===== config.mk =====
export PLATFORM = sky130hd
export DESIGN_NAME = xor_unfold_32bit
export DESIGN_NICKNAME = d
export VERILOG_FILES = /design/src/rtl/xor_fold_pkg.sv /design/src/rtl/xor_unfold_stage.sv /design/src/rtl/xor_unfold_32bit.sv
export SDC_FILE = /design/constraint.sdc
export NUM_CORES = 1
export LEC_CHECK = 0
export ABC_AREA = 1
export ABC_CLOCK_PERIOD_IN_PS = 1700
export BUFFER_PORTS_ARGS = -buffer_cell sky130_fd_sc_hd__buf_2
export CORE_UTILIZATION = 43
export DETAILED_ROUTE_END_ITERATION = 6
export HOLD_SLACK_MARGIN = 0.05
export PLACE_DENSITY = 0.74
export SLEW_MARGIN = 10
export SYNTH_ARGS = -nofsm -noshare
export SYNTH_HDL_FRONTEND = slang
export SYNTH_SLANG_ARGS = --single-unit

===== constraint.sdc =====
create_clock -name clk -period 1.7 [get_ports clk]
set_input_delay 0.255 -clock clk [delete_from_list [all_inputs] [get_ports clk]]
set_output_delay 0.255 -clock clk [all_outputs]
set_load 0.02 [all_outputs]

===== src/rtl/xor_fold_pkg.sv =====
// Shared widths, S1 beat layout and error-counter limit for the XOR fold/unfold link.
package xor_fold_pkg;

    localparam int HALF_W = 16;
    localparam int FULL_W = 2 * HALF_W;

    localparam logic [7:0] ERR_CNT_MAX = 8'hFF;

    typedef struct packed {
        logic [HALF_W-1:0] aa;
        logic [HALF_W-1:0] bb;
        logic [HALF_W-1:0] ahi;
        logic [HALF_W-1:0] bhi;
        logic [1:0]        par;
    } s1_beat_t;

endpackage


===== src/rtl/xor_unfold_stage.sv =====
// One valid/ready register stage; payload loads only when the stage advances with a valid beat.
module xor_unfold_stage #(
    parameter int W = 8
) (
    input  logic         clk,
    input  logic         rst,
    input  logic         in_valid,
    output logic         in_ready,
    input  logic [W-1:0] in_data,
    output logic         out_valid,
    input  logic         out_ready,
    output logic [W-1:0] out_data
);

    assign in_ready = !out_valid || out_ready;

    always_ff @(posedge clk) begin
        if (rst) begin
            out_valid <= 1'b0;
            out_data  <= '0;
        end else if (in_ready) begin
            out_valid <= in_valid;
            if (in_valid) begin
                out_data <= in_data;
            end
        end
    end

endmodule


===== src/rtl/xor_unfold_32bit.sv =====
// Receive-side XOR unfold: two-stage pipeline recovering {hi, fold ^ hi} with word/error counters.
// Parity checking and err_cnt exist only when XOR_UNFOLD_PARITY_EN is defined.
module xor_unfold_32bit #(
    parameter int HALF_W = 16,
    parameter int CNT_W  = 16
) (
    input  logic                clk,
    input  logic                rst,
    input  logic                in_valid,
    output logic                in_ready,
    input  logic [HALF_W-1:0]   in_aa,
    input  logic [HALF_W-1:0]   in_bb,
    input  logic [HALF_W-1:0]   in_ahi,
    input  logic [HALF_W-1:0]   in_bhi,
    input  logic [1:0]          in_par,
    output logic                out_valid,
    input  logic                out_ready,
    output logic [2*HALF_W-1:0] out_a,
    output logic [2*HALF_W-1:0] out_b,
    output logic                out_err,
    output logic [7:0]          err_cnt,
    output logic [CNT_W-1:0]    word_cnt
);

    import xor_fold_pkg::ERR_CNT_MAX;

    typedef struct packed {
        logic [HALF_W-1:0] aa;
        logic [HALF_W-1:0] bb;
        logic [HALF_W-1:0] ahi;
        logic [HALF_W-1:0] bhi;
`ifdef XOR_UNFOLD_PARITY_EN
        logic [1:0]        par;
`endif
    } s1_t;

    typedef struct packed {
`ifdef XOR_UNFOLD_PARITY_EN
        logic              err;
`endif
        logic [2*HALF_W-1:0] b;
        logic [2*HALF_W-1:0] a;
    } s2_t;

    s1_t  s1_d, s1_q;
    s2_t  s2_d, s2_q;
    logic s1_valid;
    logic s2_adv;
    logic fire;

    always_comb begin
        s1_d     = '0;
        s1_d.aa  = in_aa;
        s1_d.bb  = in_bb;
        s1_d.ahi = in_ahi;
        s1_d.bhi = in_bhi;
`ifdef XOR_UNFOLD_PARITY_EN
        s1_d.par = in_par;
`endif
    end

    xor_unfold_stage #(.W($bits(s1_t))) u_s1 (
        .clk       (clk),
        .rst       (rst),
        .in_valid  (in_valid),
        .in_ready  (in_ready),
        .in_data   (s1_d),
        .out_valid (s1_valid),
        .out_ready (s2_adv),
        .out_data  (s1_q)
    );

    always_comb begin
        s2_d   = '0;
        s2_d.a = {s1_q.ahi, s1_q.aa ^ s1_q.ahi};
        s2_d.b = {s1_q.bhi, s1_q.bb ^ s1_q.bhi};
`ifdef XOR_UNFOLD_PARITY_EN
        s2_d.err = ((^s1_q.aa) != s1_q.par[0]) || ((^s1_q.bb) != s1_q.par[1]);
`endif
    end

    xor_unfold_stage #(.W($bits(s2_t))) u_s2 (
        .clk       (clk),
        .rst       (rst),
        .in_valid  (s1_valid),
        .in_ready  (s2_adv),
        .in_data   (s2_d),
        .out_valid (out_valid),
        .out_ready (out_ready),
        .out_data  (s2_q)
    );

    assign out_a = s2_q.a;
    assign out_b = s2_q.b;
    assign fire  = out_valid && out_ready;

    always_ff @(posedge clk) begin
        if (rst) begin
            word_cnt <= '0;
        end else if (fire) begin
            word_cnt <= word_cnt + CNT_W'(1);
        end
    end

`ifdef XOR_UNFOLD_PARITY_EN
    assign out_err = s2_q.err;

    always_ff @(posedge clk) begin
        if (rst) begin
            err_cnt <= '0;
        end else if (fire && out_err && (err_cnt != ERR_CNT_MAX)) begin
            err_cnt <= err_cnt + 8'd1;
        end
    end
`else
    // Parity input is accepted but has no function in this build.
    logic unused_par;
    assign unused_par = ^in_par;
    assign out_err    = 1'b0;
    assign err_cnt    = '0;
`endif

endmodule


======== Yosys cells after proc, flatten, opt, wreduce, memory -nomap -nowiden ========
Cells that the tools add are included.
operators by class
  reduce and logical (&&, ||, !) cells .... 7
  add/sub/neg operators ................... 1
  bitwise gates (word level) .............. 2
operator list
  kind                                           count
  bitwise XOR 16 bit                             2
  adder 16 x 1 -> 16 bit, second input constant  1
  AND reduction 2 bit                            2
  zero test 1 bit                                2
  logical OR 1 bit                               2
  logical AND 1 bit                              1
storage, ports and cells
  output and inout bits ................... 91
  word-level logic and storage cells ...... 15
  bits in registers ....................... 146
  input bits .............................. 70

======== Depth between registers and ports, before layout ========
Gate-level depths: netlist (run 1).
  depth after elaboration ................. 4
  depth in mapped cells ................... 8
  gate-level depth less buffers ........... 8

======== Cells and area by module ========
From an unflattened synthesis (run 1), not the netlist that was laid out.
second synthesis, totals
  cells, all modules ...................... 1014
  area total of the unflattened synthesis .. 6957.9 um2
by module, submodules not included
  module            cells an instance  sequential area each (um2)  instances  area an instance (um2)
  xor_unfold_stage  424                1301.2                      2          2894.0
  xor_unfold_32bit  166                320.3                       1          1169.9

======== Worst setup path before layout (run 1) ========
OpenSTA, ideal clock, no wires.
  path type ............................... register -> register
  start point ............................. reg word_cnt[1]
  end point ............................... reg word_cnt[6]
  data arrival time ....................... 1.230 ns
  library setup time ...................... 0.128 ns
  clock period less this slack ............ 1.358 ns
  path buffers ............................ 0
  required time ........................... 1.572 ns
  slack ................................... 0.342 ns
  cell stages (with the launch flop) ...... 7
  path through ............................ dfxtp_1 -> ha_1 -> inv_1 -> nor3_4 -> inv_1 -> nor3_1 -> a21oi_1
between the ends
  word-level cells in the longest chain between the ends .. 1
ends and longest elaborated chain
  what                    RTL line                 text
  start, declared         xor_unfold_32bit.sv:22   output logic [CNT_W-1:0] word_cnt
  start signal, assigned  xor_unfold_32bit.sv:101  word_cnt <= word_cnt + CNT_W'(1);
  adder 16 x 1 -> 16 bit  xor_unfold_32bit.sv:101
Every way passes these cells.
A chain may end at the register's enable or synchronous reset.

======== Worst setup path after layout (run 1) ========
  start point ............................. reg u_s2.out_valid
  end point ............................... reg u_s1.out_data[33]
between the ends
  word-level cells in the longest chain between the ends .. 4
ends and longest elaborated chain
  what                                  RTL line                text
  start, declared                       xor_unfold_stage.sv:10  output logic out_valid,
  start signal, assigned                xor_unfold_stage.sv:22  out_valid <= in_valid;
  zero test 1 bit                       xor_unfold_stage.sv:15  assign in_ready = !out_valid || out_ready;
  logical OR 1 bit (2 in series)        xor_unfold_stage.sv:15
  AND reduction 2 bit (no source line)  n/a
  end signal, assigned                  xor_unfold_stage.sv:24  out_data <= in_data;
  end, declared                         xor_unfold_stage.sv:12  output logic [W-1:0] out_data
Every way passes these cells.

==> flow_results.org, run 1 <==
** Pwr
- Leakage dissipation :: 3.18 nW
- Power density over the cells :: 1230 nW/um^2
- Across the VDD grid, the largest voltage drop is 0.675 mV.

** Worst setup path
- The critical path is of the reg2reg type.
- Walking the worst path, the cells encountered are nand3_2 > nand2_4 > inv_2 > buf_4 > nor2_1 > nor2_1.
- For this run, the slowest stage of the critical path takes 0.36 ns.
- Maximum fanout along the worst path :: 23
- Type of origin of the critical path :: register
- Type of element capturing the critical path :: register
- Master of the slowest instance on the critical path :: dfxtp_1
- For the worst setup path, the data required time is 2.05 ns.
- Crit path arrival time :: 1.80 ns
- By instance count, the cell type seen most on the critical path is nor2_1.

** Route
- Drt first-iter violations :: 253
- Antenna-violating nets left :: 0
- For this run, design rule violations remaining after detail routing come to 0.
- After detailed routing, the average wire length per cell comes to 12.3 um.
- The routed design has 12.5 mm of wire.
- Total vias in the final route :: 4,800
- DR pass1 iterations :: 4
- Using the TritonRoute via totals, the vias-per-cell ratio works out to 4.73.

** STA
- The number of hold-slack violations in the final timing report was 0.
- Post-route clock skew :: 0.00687 ns
- After layout, the minimum clock period comes to 1.46 ns.
- Setup violations remaining at the end of the flow were counted as 0.
- Max Clock Freq :: 687 MHz
- Of the available clock period, the critical path in the final layout requires 85.6%.
- Unrepaired setup endpoints after global routing :: no
- In the final timing run, aggregate negative setup slack is 0 ns.
- The total count of max-transition violations in the final report came to 0.
- On the final layout, the worst hold slack is 0.0709 ns.

** Synth
- In the synthesized netlist, the number of instances is 694.
- #FFs+latches synth :: 146
- Mean Syn Cell Area :: 8.11 um^2
- Post-synth top area cell :: dfxtp_1
- Syn. warnings :: 0
- Summing every instance area after synthesis gives 5630 um^2.
- The share of synthesized area in the top cell type comes to 51.9%.
- Share of synthesized area occupied by flip-flops and latches :: 51.9%
- Sorting the synthesized cells by area gives the leading types as dfxtp_1 52%, nor2_1 14%, o21ai_0 10%, xnor2_1 5.0%, a21oi_1 3.8%.
- The netlist uses 31 different library cells.

** Clock network
- Clk root buf :: clkbuf_16
- At the later pin of the worst-skew pair, clock insertion delay measures 0.41 ns.
- TritonCTS clock tree :: yes
- Sink Count :: 146
- Post-CTS Setup Bufs :: 0
- After clock tree synthesis, the clock-pin slew on the worst setup and hold paths is 0.06 ns.
- The number of gates resized after CTS was 0.
- Maximum level of the CTS H-tree :: 4
- The clock passes through at most 2 buffers.
- # hold bufs at CTS :: 0
- Number of buffers inserted during clock tree synthesis :: 17

** Placement
- Detailed placement ended at an HPWL of 8.27 mm.
- IO buf count :: 149
- Placed Cells :: 982
- Routability-driven placement finished with a final weighted congestion of 0.783.
- Placed Instance Area :: 6420 um^2

** Floorplanning
- Floorplan row count :: 41
- Die height :: 116 um
- After floorplanning, the core was sized to cover 12,700 um^2.
- Floorplan die width :: 116 um
- Die footprint :: 13,600 um^2
- Starting Density :: 44.4%
- In this run the count of I/O pins placed on the die edge is 161.

** Global routing
- The first global-routing pass estimated 20.2 mm of wire.
- Total global routing overflow :: 0
- Number of antenna violations at the first check in global routing :: 1
- Maximum number of pins on one net before global-route repair :: 75
- Gr usage total :: 19.2%
- Number of global-route vias before repair :: 4,372

** Cells and area
- Fraction of layout cells with a size suffix above 1 :: 24.7%
- After filler insertion, the fill cell instance count of the layout stands at 1,223.
- With fillers left out, the area of the finished cells amounts to 7060 um^2.
- Fin nets :: 900
- Final Core Density :: 55.7%
- Final standard cell count with taps included and fillers excluded :: 1,015
- Relative area change from synthesis to final layout :: 25.4%

** Worst hold path
- The path class of the tightest hold or removal check is in2reg.

** Job
- The tool flagged a number of max-cap violations equal to 0.

** Run status
- The flow ran to the end, and the final reports show no timing, DRC or antenna violations.
## stage by stage
step | setup slack (ns) | power [mW]
global route | 0.0836 | 9.06
finish | 0.244 | 8.68
global placement | 0.232 | 4.78
floorplan | 0.342 | 4.52
CTS | 0.202 | 8.76
detailed placement | 0.195 | 4.80
## final timing paths
| path | start | to | slack [ns] | cells after the start |
|---|---|---|---|---|
| setup / recovery | u_s2.out_valid | u_s1.out_data[33] | 0.24 | 6 |
| hold reg to reg | u_s2.out_data[57] | u_s2.out_data[57] | 0.47 | 2 |
| setup reg to reg | u_s2.out_valid | u_s1.out_data[33] | 0.24 | 6 |
| hold / removal | in_bb[2] | u_s1.out_data[34] | 0.07 | 3 |
## kinds of logic (layout without fill, tap and decap cells)
logic type | after synthesis | in the layout | share of synthesized area (%)
xor gates and xnor gates | 32 | 32 | 4.98
buffers and inverters | 71 | 211 | 7.33
DFF | 146 | 146 | 51.9
adders and majority gates | 1 | 1 | 0.222
and+or+nand+nor | 263 | 263 | 19.4
AOI/OAI and AO/OA | 180 | 180 | 16.1
other | 1 | 10 | 0.0666
## where the power goes
group	switching, mW	internal (mW)	leakage [nW]	total [mW]
clock network	1.43	2.53	0.305	3.96
registers	0.138	3.65	1.20	3.79
logic	0.561	0.367	1.67	0.928
total	2.13	6.55	3.18	8.68
## critical path: cells and delay by family (launching register included)
kind / cells / cell delay, ns
and+or+nand+nor: 4 / 0.34
buffers and inverters: 2 / 0.66
DFF: 1 / 0.36
## cells in the mapped netlist (all sizes together)
library cell and number:
nor2 213, dfxtp 146, o21ai 134, a21oi 43
buf 33, nand2 33, xnor2 32, inv 20
clkbuf 17, nand3 8, nand4 4, nor3 4
a21o 1, and3 1, clkinv 1, conb 1
ha 1, o21a 1, o21bai 1
## per-layer routing
| layer | global-route usage, % | share of wire (%) | vias up |
|---|---|---|---|
| met3 | 6.80 | 6.7 | 15 |
| li1 | - | - | 2506 |
| met2 | 31.0 | 46 | 131 |
| met1 | 23.1 | 45 | 2148 |
| met5 | 0 | 0 | - |
| met4 | 8.46 | 1.5 | 0 |
## cell type report
| cell class | count | area, um^2 | share of cell area [%] |
|---|---|---|---|
| Tap cell | 172 | 215 | 3.05 |
| Inverter | 21 | 81.3 | 1.15 |
| Sequential cell | 146 | 2920 | 41.4 |
| Clock inverter | 13 | 184 | 2.61 |
| Timing Repair Buffer | 158 | 876 | 12.4 |
| Antenna cell | 1 | 2.50 | 0.0354 |
| Multi-Input combinational cell | 485 | 2320 | 32.9 |
| Clock buffer | 19 | 453 | 6.42 |
## cells in the final DEF, fill, tap and decap left out, types with 2 or more instances in the layout
master	n
buf_12	5
o21ai_0	113
clkbuf_8	2
clkinv_2	5
bufinv_16	4
nand2_1	26
dfxtp_1	146
inv_2	3
inv_1	16
a21oi_1	43
conb_1	9
clkinv_4	3
o21ai_1	21
nand3_1	7
nor3_4	2
nand4_1	4
clkinvlp_4	3
nand2_4	3
buf_2	149
buf_4	4
nand2_2	4
xnor2_1	32
nor2_1	211
clkbuf_16	17
## registers in the layout, indices dropped and copies added, names as in the netlist
signal	count
u_s1.out_data	64
u_s1.out_valid	1
u_s2.out_data	64
u_s2.out_valid	1
word_cnt	16
No activity file was read; power rests on OpenSTA's default activity.
==> inputs of run 2 (changes only) <==
--- a/config.mk
+++ b/config.mk
@@ -10,6 +10,7 @@
 export BUFFER_PORTS_ARGS = -buffer_cell sky130_fd_sc_hd__buf_2
 export CORE_UTILIZATION = 43
 export DETAILED_ROUTE_END_ITERATION = 6
+export GPL_TIMING_DRIVEN = 0
 export HOLD_SLACK_MARGIN = 0.05
 export PLACE_DENSITY = 0.74
 export SLEW_MARGIN = 10
==> run 2 against run 1 <==
  * Critical endpoint is now in_ready
  * Critical path type is now reg2out
  * Worst setup slack worse by 0.052 ns
  * Clock skew up 0.0015 ns
  * Hold slack lost 0.0016 ns
  * Utilization is 0.80 points higher
==> flow_results.org, run 2 (synthesized netlist as in run 1, its figures left out) <==
** Clock network
- Clk root buf :: clkbuf_16
- Number of resized instances in the post-cts repair step :: 0 (unchanged)
- TritonCTS built the clock tree.
- Sink Count :: 146 (unchanged)
- Post-CTS Setup Bufs :: 0 (unchanged)
- Insertion delay to the later sink of the worst-skew pair :: 0.42 ns (about the same)
- Maximum root-to-sink buffer count :: 2 (unchanged)
- The CTS clock-pin slew for the worst setup and hold paths came to 0.06 ns (about the same).
- The total clock buffers created by CTS was 17 (unchanged).
- The number of H-tree branching levels came to 4 (unchanged).
- # hold bufs at CTS :: 0 (unchanged)

** Job
- The number of max-cap violations came to 0 (unchanged).

** STA
- At the pin with the least slew margin, the transition time is 0.551 ns.
- Unrepaired setup endpoints after global routing :: no
- Max Clock Freq :: 663 MHz (-3.5%)
- The total count of max-transition violations in the final report is 0 (unchanged).
- Min Tclk post-route :: 1.51 ns (+0.0523 ns)
- The worst path setup slack after routing was 0.192 ns (-0.0523 ns).
- The clock skew is 0.00836 ns (+0.00149 ns).
- Final number of hold-violating endpoints :: 0 (unchanged)
- Ratio of final minimum period to clock period :: 88.7% (+3.1 points)
- Count of endpoints failing setup in the final report :: 0 (unchanged)
- Measured against its own limit, the worst slew margin works out to 63.2%.
- The post-route setup TNS came to 0 ns (unchanged).

** Worst setup path
- STA classifies the critical path startpoint as a register.
- Critical Path Source :: u_s2.out_valid
- The maximum fanout count along the critical path came to 4 (-83%).
- The setup path with the least slack is of type reg2out.
- The worst path required time was 1.44 ns (-0.61 ns).
- STA classifies the critical path endpoint as an output pin.
- Highest cell delay on the worst timing path :: 0.46 ns (+0.10 ns)
- List of cells traversed by the critical path :: nand3_2 > buf_2
- Master of the slowest instance on the critical path :: dfxtp_1
- Critical path's top delay family :: flip-flops
- Critical R2R Launch :: u_s2.out_valid
- The total buffers and inverters traversed by the critical path was 1 (-1).
- The arrival time at the worst endpoint is 1.25 ns (-0.55 ns).

** Cells and area
- The number of nets in the final layout is 941 (+4.6%).
- Biggest regs :: u_s1.out_data (64), u_s2.out_data (64), word_cnt (16)
- The fill cell total of the finished layout was 1,265 (+3.4%).
- Most frequent standard cell in the layout excluding fill and tap cells :: nor2_1
- Leaving out fill and tap cells, the most frequent cells in the layout are 211 x nor2_1, 158 x buf_2, 146 x dfxtp_1.
- Relative to the synthesized area, the layout overhead comes to 27.2%.
- Number of diodes added for antenna fixing :: 0 (-1)
- The non-filler instance count after layout came to 1,055 (+3.9%).
- The share of cells above drive strength 1 was 26.2% (+1.5 points).
- Final Core Density :: 56.5% (+0.80 points)

** Floorplanning
- Core area :: 12,700 um^2 (unchanged)
- Die height :: 116 um (unchanged)
- The initial standard-cell utilization of the core is 44.4% (unchanged).
- Number of primary I/O pins :: 161 (unchanged)
- The row count is 41 (unchanged).
- Floorplan die width :: 116 um (unchanged)
- The area of the die is 13,600 um^2 (unchanged).

** Pwr
- Tot Pwr :: 8.20 mW (-5.5%)
- Power density over the cells :: 1150 nW/um^2 (-6.8%)
- The highest ir drop seen on vdd was 0.651 mV (-3.6%).
- Leakage dissipation :: 3.28 nW (+3.1%)

** Route
- Overall routed net length :: 14.9 mm (+19%)
- The ratio of routed vias to standard cells is 4.77 (+0.84%).
- The vias after detailed routing is 5,031 (+4.8%).
- Drt first-iter violations :: 235 (-7.1%)
- Remaining DRCs :: 0 (unchanged)
- The average wire length per cell after detail routing was 14.1 um (+14%).
- The first-pass detailed-route iteration total is 5 (+1).
- The remaining antenna violation count after routing was 0 (unchanged).

** Global routing
- GR Util met1 :: 27.5% (+4.3 points)
- The overall track demand over capacity in global routing is 23.2% (+3.9 points).
- The global-route wire length before repair was 23.2 mm (+15%).
- Global-route met3 utilization :: 6.59% (-0.21 points)
- The fraction of met2 tracks used by global routing is 39.4% (+8.4 points).
- The number of global-route vias before repair came to 4,759 (+8.9%).
- The number of antenna violations at the first check in global routing was 0 (-1).
- After global routing, the most crowded layer is met2.
- Total global routing overflow :: 0 (unchanged)
- Maximum number of pins on one net before global-route repair :: 17 (-77%)

** Placement
- Half-perimeter wire length after detailed placement :: 10.9 mm (+31%)
- Placed Cells :: 1,023 (+4.2%)
- The routability congestion estimate from global placement is 0.798 (+2.0%).
- IO buf count :: 149 (unchanged)
- Setup Slack @ Placement :: 0.160 ns (-0.0353 ns)

** Worst hold path
- Start point of the worst hold path :: in_bhi[5]
- Class of the tightest hold or removal check :: in2reg

** Run status
- Result of the run :: finished clean
[run 2: cell type report]
| class | instances | area [um^2] | area share [%] |
|---|---|---|---|
| timing repair buffer | 149 | 746 | 10.4 |
| multi-input combinational | 485 | 2320 | 32.5 |
| tap | 172 | 215 | 3.01 |
| clock buffer | 21 | 450 | 6.29 |
| buffer | 50 | 333 | 4.65 |
| inverter | 21 | 80.1 | 1.12 |
| sequential | 146 | 2920 | 40.8 |
| clock inverter | 11 | 88.8 | 1.24 |
[run 2: stage by stage]
stage	cell area [um^2]	hold slack [ns]
after floorplan	5660	0.324
after global placement	6620	0.457
after detailed placement	6620	0.470
after CTS	7160	0.0528
after global routing	7160	0.0719
final	7160	0.0694
[run 2: tightest hold or removal path: cells and delay by family]
family                 cells  cell delay (ns)
and+or+nand+nor            1             0.07
AOI/OAI and AO/OA          1             0.05
buffers and inverters      1             0.08
[run 2: report_power, final]
part           leakage [nW]  internal (mW)  switching (mW)
registers              1.20           3.65           0.148
clock network         0.266           2.03            1.36
logic                  1.81          0.401           0.610
[run 2: path summary, 6_finish.rpt]
kind,cells after the start,endpoint,slack (ns)
max,2,in_ready,0.19
min,3,u_s1.out_data[5],0.07
max reg2reg,5,u_s2.out_data[53],0.23
min reg2reg,2,u_s2.out_data[60],0.48
[run 2: per-layer routing]
layer,up-vias,wire (um)
met5,-,0
met4,0,224
met3,18,965
met2,157,7150
met1,2271,6540
li1,2585,-
==> inputs of run 3 (changes only) <==
--- a/config.mk
+++ b/config.mk
@@ -12,7 +12,7 @@
 export DETAILED_ROUTE_END_ITERATION = 6
 export GPL_TIMING_DRIVEN = 0
 export HOLD_SLACK_MARGIN = 0.05
-export PLACE_DENSITY = 0.74
+export PLACE_DENSITY = 0.73
 export SLEW_MARGIN = 10
 export SYNTH_ARGS = -nofsm -noshare
 export SYNTH_HDL_FRONTEND = slang
==> run 3 against run 2 <==
  * First-iteration DRC count down 13%
  * Register-to-register slack worse by 0.02 ns
  * Die area is the same
  * Utilization grew 0.28 points
  * Global-route usage about the same
  * Wire length increased by 0.54%
  * Via count grew 1.6%
  * Combinational power about the same
  * Hold slack barely moved
  * Flip-flop and latch count unchanged
==> flow_results.org, run 3 (synthesized netlist as in run 1, its figures left out) <==
** Clock network
- TritonCTS clock tree :: yes
- The number of buffers between clock root and the deepest sink is 2 (unchanged).
- The CTS clock-pin slew for the worst setup and hold paths came to 0.06 ns (about the same).
- Clk root buf :: clkbuf_16
- The total clock buffers created by CTS was 17 (unchanged).
- Post-CTS Setup Bufs :: 0 (unchanged)
- The number of clock sinks is 146 (unchanged).
- The number of H-tree branching levels came to 4 (unchanged).
- The number of gates resized after cts came to 0 (unchanged).
- # hold bufs at CTS :: 0 (unchanged)
- Insertion delay to the later sink of the worst-skew pair :: 0.42 ns (about the same)

** Global routing
- Maximum number of pins on one net before global-route repair :: 17 (unchanged)
- The number of antenna violations at the first check in global routing was 0 (unchanged).
- The overall track demand over capacity in global routing was 23.2% (+0.031 points).
- The total congestion overflow is 0 (unchanged).
- The number of global-route vias before repair came to 4,768 (+0.19%).
- Global-route wire length before repair :: 23.4 mm (+0.95%)

** Worst hold path
- Cell count of the worst hold path :: 3 (unchanged)
- The worst hold path belongs to the class in2reg.
- The worst hold path begins at in_bhi[3].
- Worst Hold End :: u_s1.out_data[3]

** Pwr
- Power density over the cells :: 1170 nW/um^2 (+2.0%)
- Internal power :: 6.30 mW (+3.5%)
- The switching power of the nets is 2.11 mW (-0.56%).
- Leakage dissipation :: 3.30 nW (+0.56%)
- The proportion of power drawn by the clock network was 42.8% (+1.4 points).
- The fraction of power spent switching nets was 25.1% (-0.76 points).
- Relative contribution of sequential cells to total power :: 45.2% (-1.1 points)
- VDD IR-drop max :: 0.659 mV (+1.1%)
- Power share of the combinational group :: 12.0% (-0.3 points)

** Route
- Met2 layer wire length in the routed design :: 7.15 mm (about the same)
- The routed length on met3 is 957 um (-0.83%).
- M1 WL :: 6.57 mm (+0.44%)
- Overall routed net length :: 15.0 mm (+0.54%)
- Remaining DRCs :: 0 (unchanged)
- The vias after detailed routing is 5,109 (+1.6%).
- Drt first-iter violations :: 205 (-13%)
- Antenna-violating nets left :: 0 (unchanged)
- Vias per Instance :: 4.84 (+1.5%)
- The highest layer touched by signal routing is met4.
- The first-pass detailed-route iteration total was 4 (-1).
- Routed wire length per instance :: 14.2 um (+0.45%)

** Placement
- Half-perimeter wire length after detailed placement :: 10.9 mm (about the same)
- IO buf count :: 149 (unchanged)
- Global placement routability congestion :: 0.811 (+1.6%)
- The placement-stage cell area was 6620 um^2 (unchanged).
- Setup Slack @ Placement :: 0.158 ns (-0.00193 ns)

** Cells and area
- Summed area of non-filler cells in the final layout :: 7200 um^2 (+0.49%)
- Leaving out fill and tap cells, the most frequent cell in the layout is nor2_1.
- The largest registers in the layout are u_s1.out_data (64), u_s2.out_data (64), word_cnt (16).
- Fin nets :: 941 (unchanged)
- Relative to the synthesized area, the layout overhead comes to 27.8%.
- Fraction of layout cells with a size suffix above 1 :: 25.9% (-0.23 points)
- The top cell types in the final layout, fill and taps aside, are 211 x nor2_1, 158 x buf_2, 146 x dfxtp_1.

** Floorplanning
- Die height :: 116 um (unchanged)
- The area of the placeable core came to 12,700 um^2 (unchanged).
- The initial standard-cell utilization of the core is 44.4% (unchanged).
- Floorplan die width :: 116 um (unchanged)
- Die footprint :: 13,600 um^2 (unchanged)
- Number of primary I/O pins :: 161 (unchanged)
- Floorplan row count :: 41 (unchanged)

** STA
- Final total negative setup slack :: 0 ns (unchanged)
- The worst path setup slack after routing came to 0.193 ns (+0.000552 ns).
- Min Tclk post-route :: 1.51 ns (-0.000552 ns)
- Ratio of final minimum period to clock period :: 88.7% (about the same)
- Worst slack on hold paths :: 0.0692 ns (-0.000194 ns)
- The final count of negative-setup-slack endpoints was 0 (unchanged).
- The clock skew is 0.00663 ns (-0.00174 ns).
- Worst relative slew slack :: 64.6% (+1.4 points)
- Slew @ Worst Pin :: 0.531 ns (-0.0205 ns)
- Setup repair after global routing left no endpoint under its margin.
- The number of hold-slack violations in the final timing report came to 0 (unchanged).
- Max Clock Freq :: 663 MHz (about the same)
- The total count of max-transition violations in the final report came to 0 (unchanged).

** Worst setup path
- In this run the worst setup path begins at u_s2.out_valid.
- Type of origin of the critical path :: register
- Crit path arrival time :: 1.25 ns (about the same)
- STA classifies the critical path endpoint as an output pin.
- Worst reg2reg path endpoint :: u_s2.out_data[58]
- The worst setup path is of the reg2out kind.
- Crit path required time :: 1.44 ns (about the same)
- The register-to-register setup slack was 0.21 ns (-0.02 ns).
- The worst register-to-register path begins at u_s2.out_valid.
- The worst reg-to-reg path cell count is 5 (unchanged).
- Maximum fanout along the worst path :: 4 (unchanged)

** Run status
- The flow ran to the end, and the final reports show no timing, DRC or antenna violations.

** Job
- Maxcap violations :: 0 (unchanged)
run 3: changes by cell type in the layout (fill, tap and decap cells not counted), sizes merged:
cell / change
clkinv: -5
clkinvlp: -2
diode: +1
clkbuf: +7
run 3: through the flow:
| stage | power, mW | util [%] | cells |
|---|---|---|---|
| finish | 8.40 | 56.8 | 1056 |
| global placement | 4.86 | 52.3 | 1023 |
| global route | 8.76 | 56.8 | 1055 |
| CTS | 8.45 | 56.8 | 1055 |
| detailed placement | 4.88 | 52.3 | 1023 |
| floorplan | 4.52 | - | 702 |
run 3: power by group through the flow:
stage,Combinational (mW),Sequential (mW),Clock (mW)
after detailed placement,1.01,3.87,0
after global placement,0.993,3.87,0
after floorplan,0.529,3.99,0
after CTS,1.01,3.80,3.64
final,1.01,3.80,3.60
after global routing,1.13,3.83,3.81
run 3: final cells by class:
| class | instances | area, um^2 |
|---|---|---|
| plain buffers | 50 | 333 |
| diodes | 1 | 2.50 |
| well taps | 172 | 215 |
| inverters | 21 | 80.1 |
| flip-flops and latches | 146 | 2920 |
| clock buffers | 28 | 527 |
| multi-input cells | 485 | 2320 |
| clock inverters | 4 | 45.0 |
| fillers | 1266 | 5480 |
| repair buffers | 149 | 746 |
run 3: worst max-delay path by stage:
stage                         to  slack (ns)  cells after the start
5_1_grt        u_s2.out_data[49]        0.06                      5
2_1_floorplan        word_cnt[6]        0.34                      6
3_3_place_gp   u_s2.out_data[61]        0.17                      6
3_5_place_dp   u_s1.out_data[33]        0.16                      6
6_report                in_ready        0.19                      2
4_1_cts                 in_ready        0.18                      2
run 3: critical path, stage by stage, from the launching register on:
cell     delay [ns]
dfxtp_1        0.46
nand3_2        0.18
buf_2          0.20
run 3: metal layers:
layer | track usage, % | vias up
met5 | 0 | -
met4 | 9.49 | 0
met3 | 6.49 | 23
met2 | 38.7 | 153
met1 | 28.2 | 2342
li1 | - | 2591
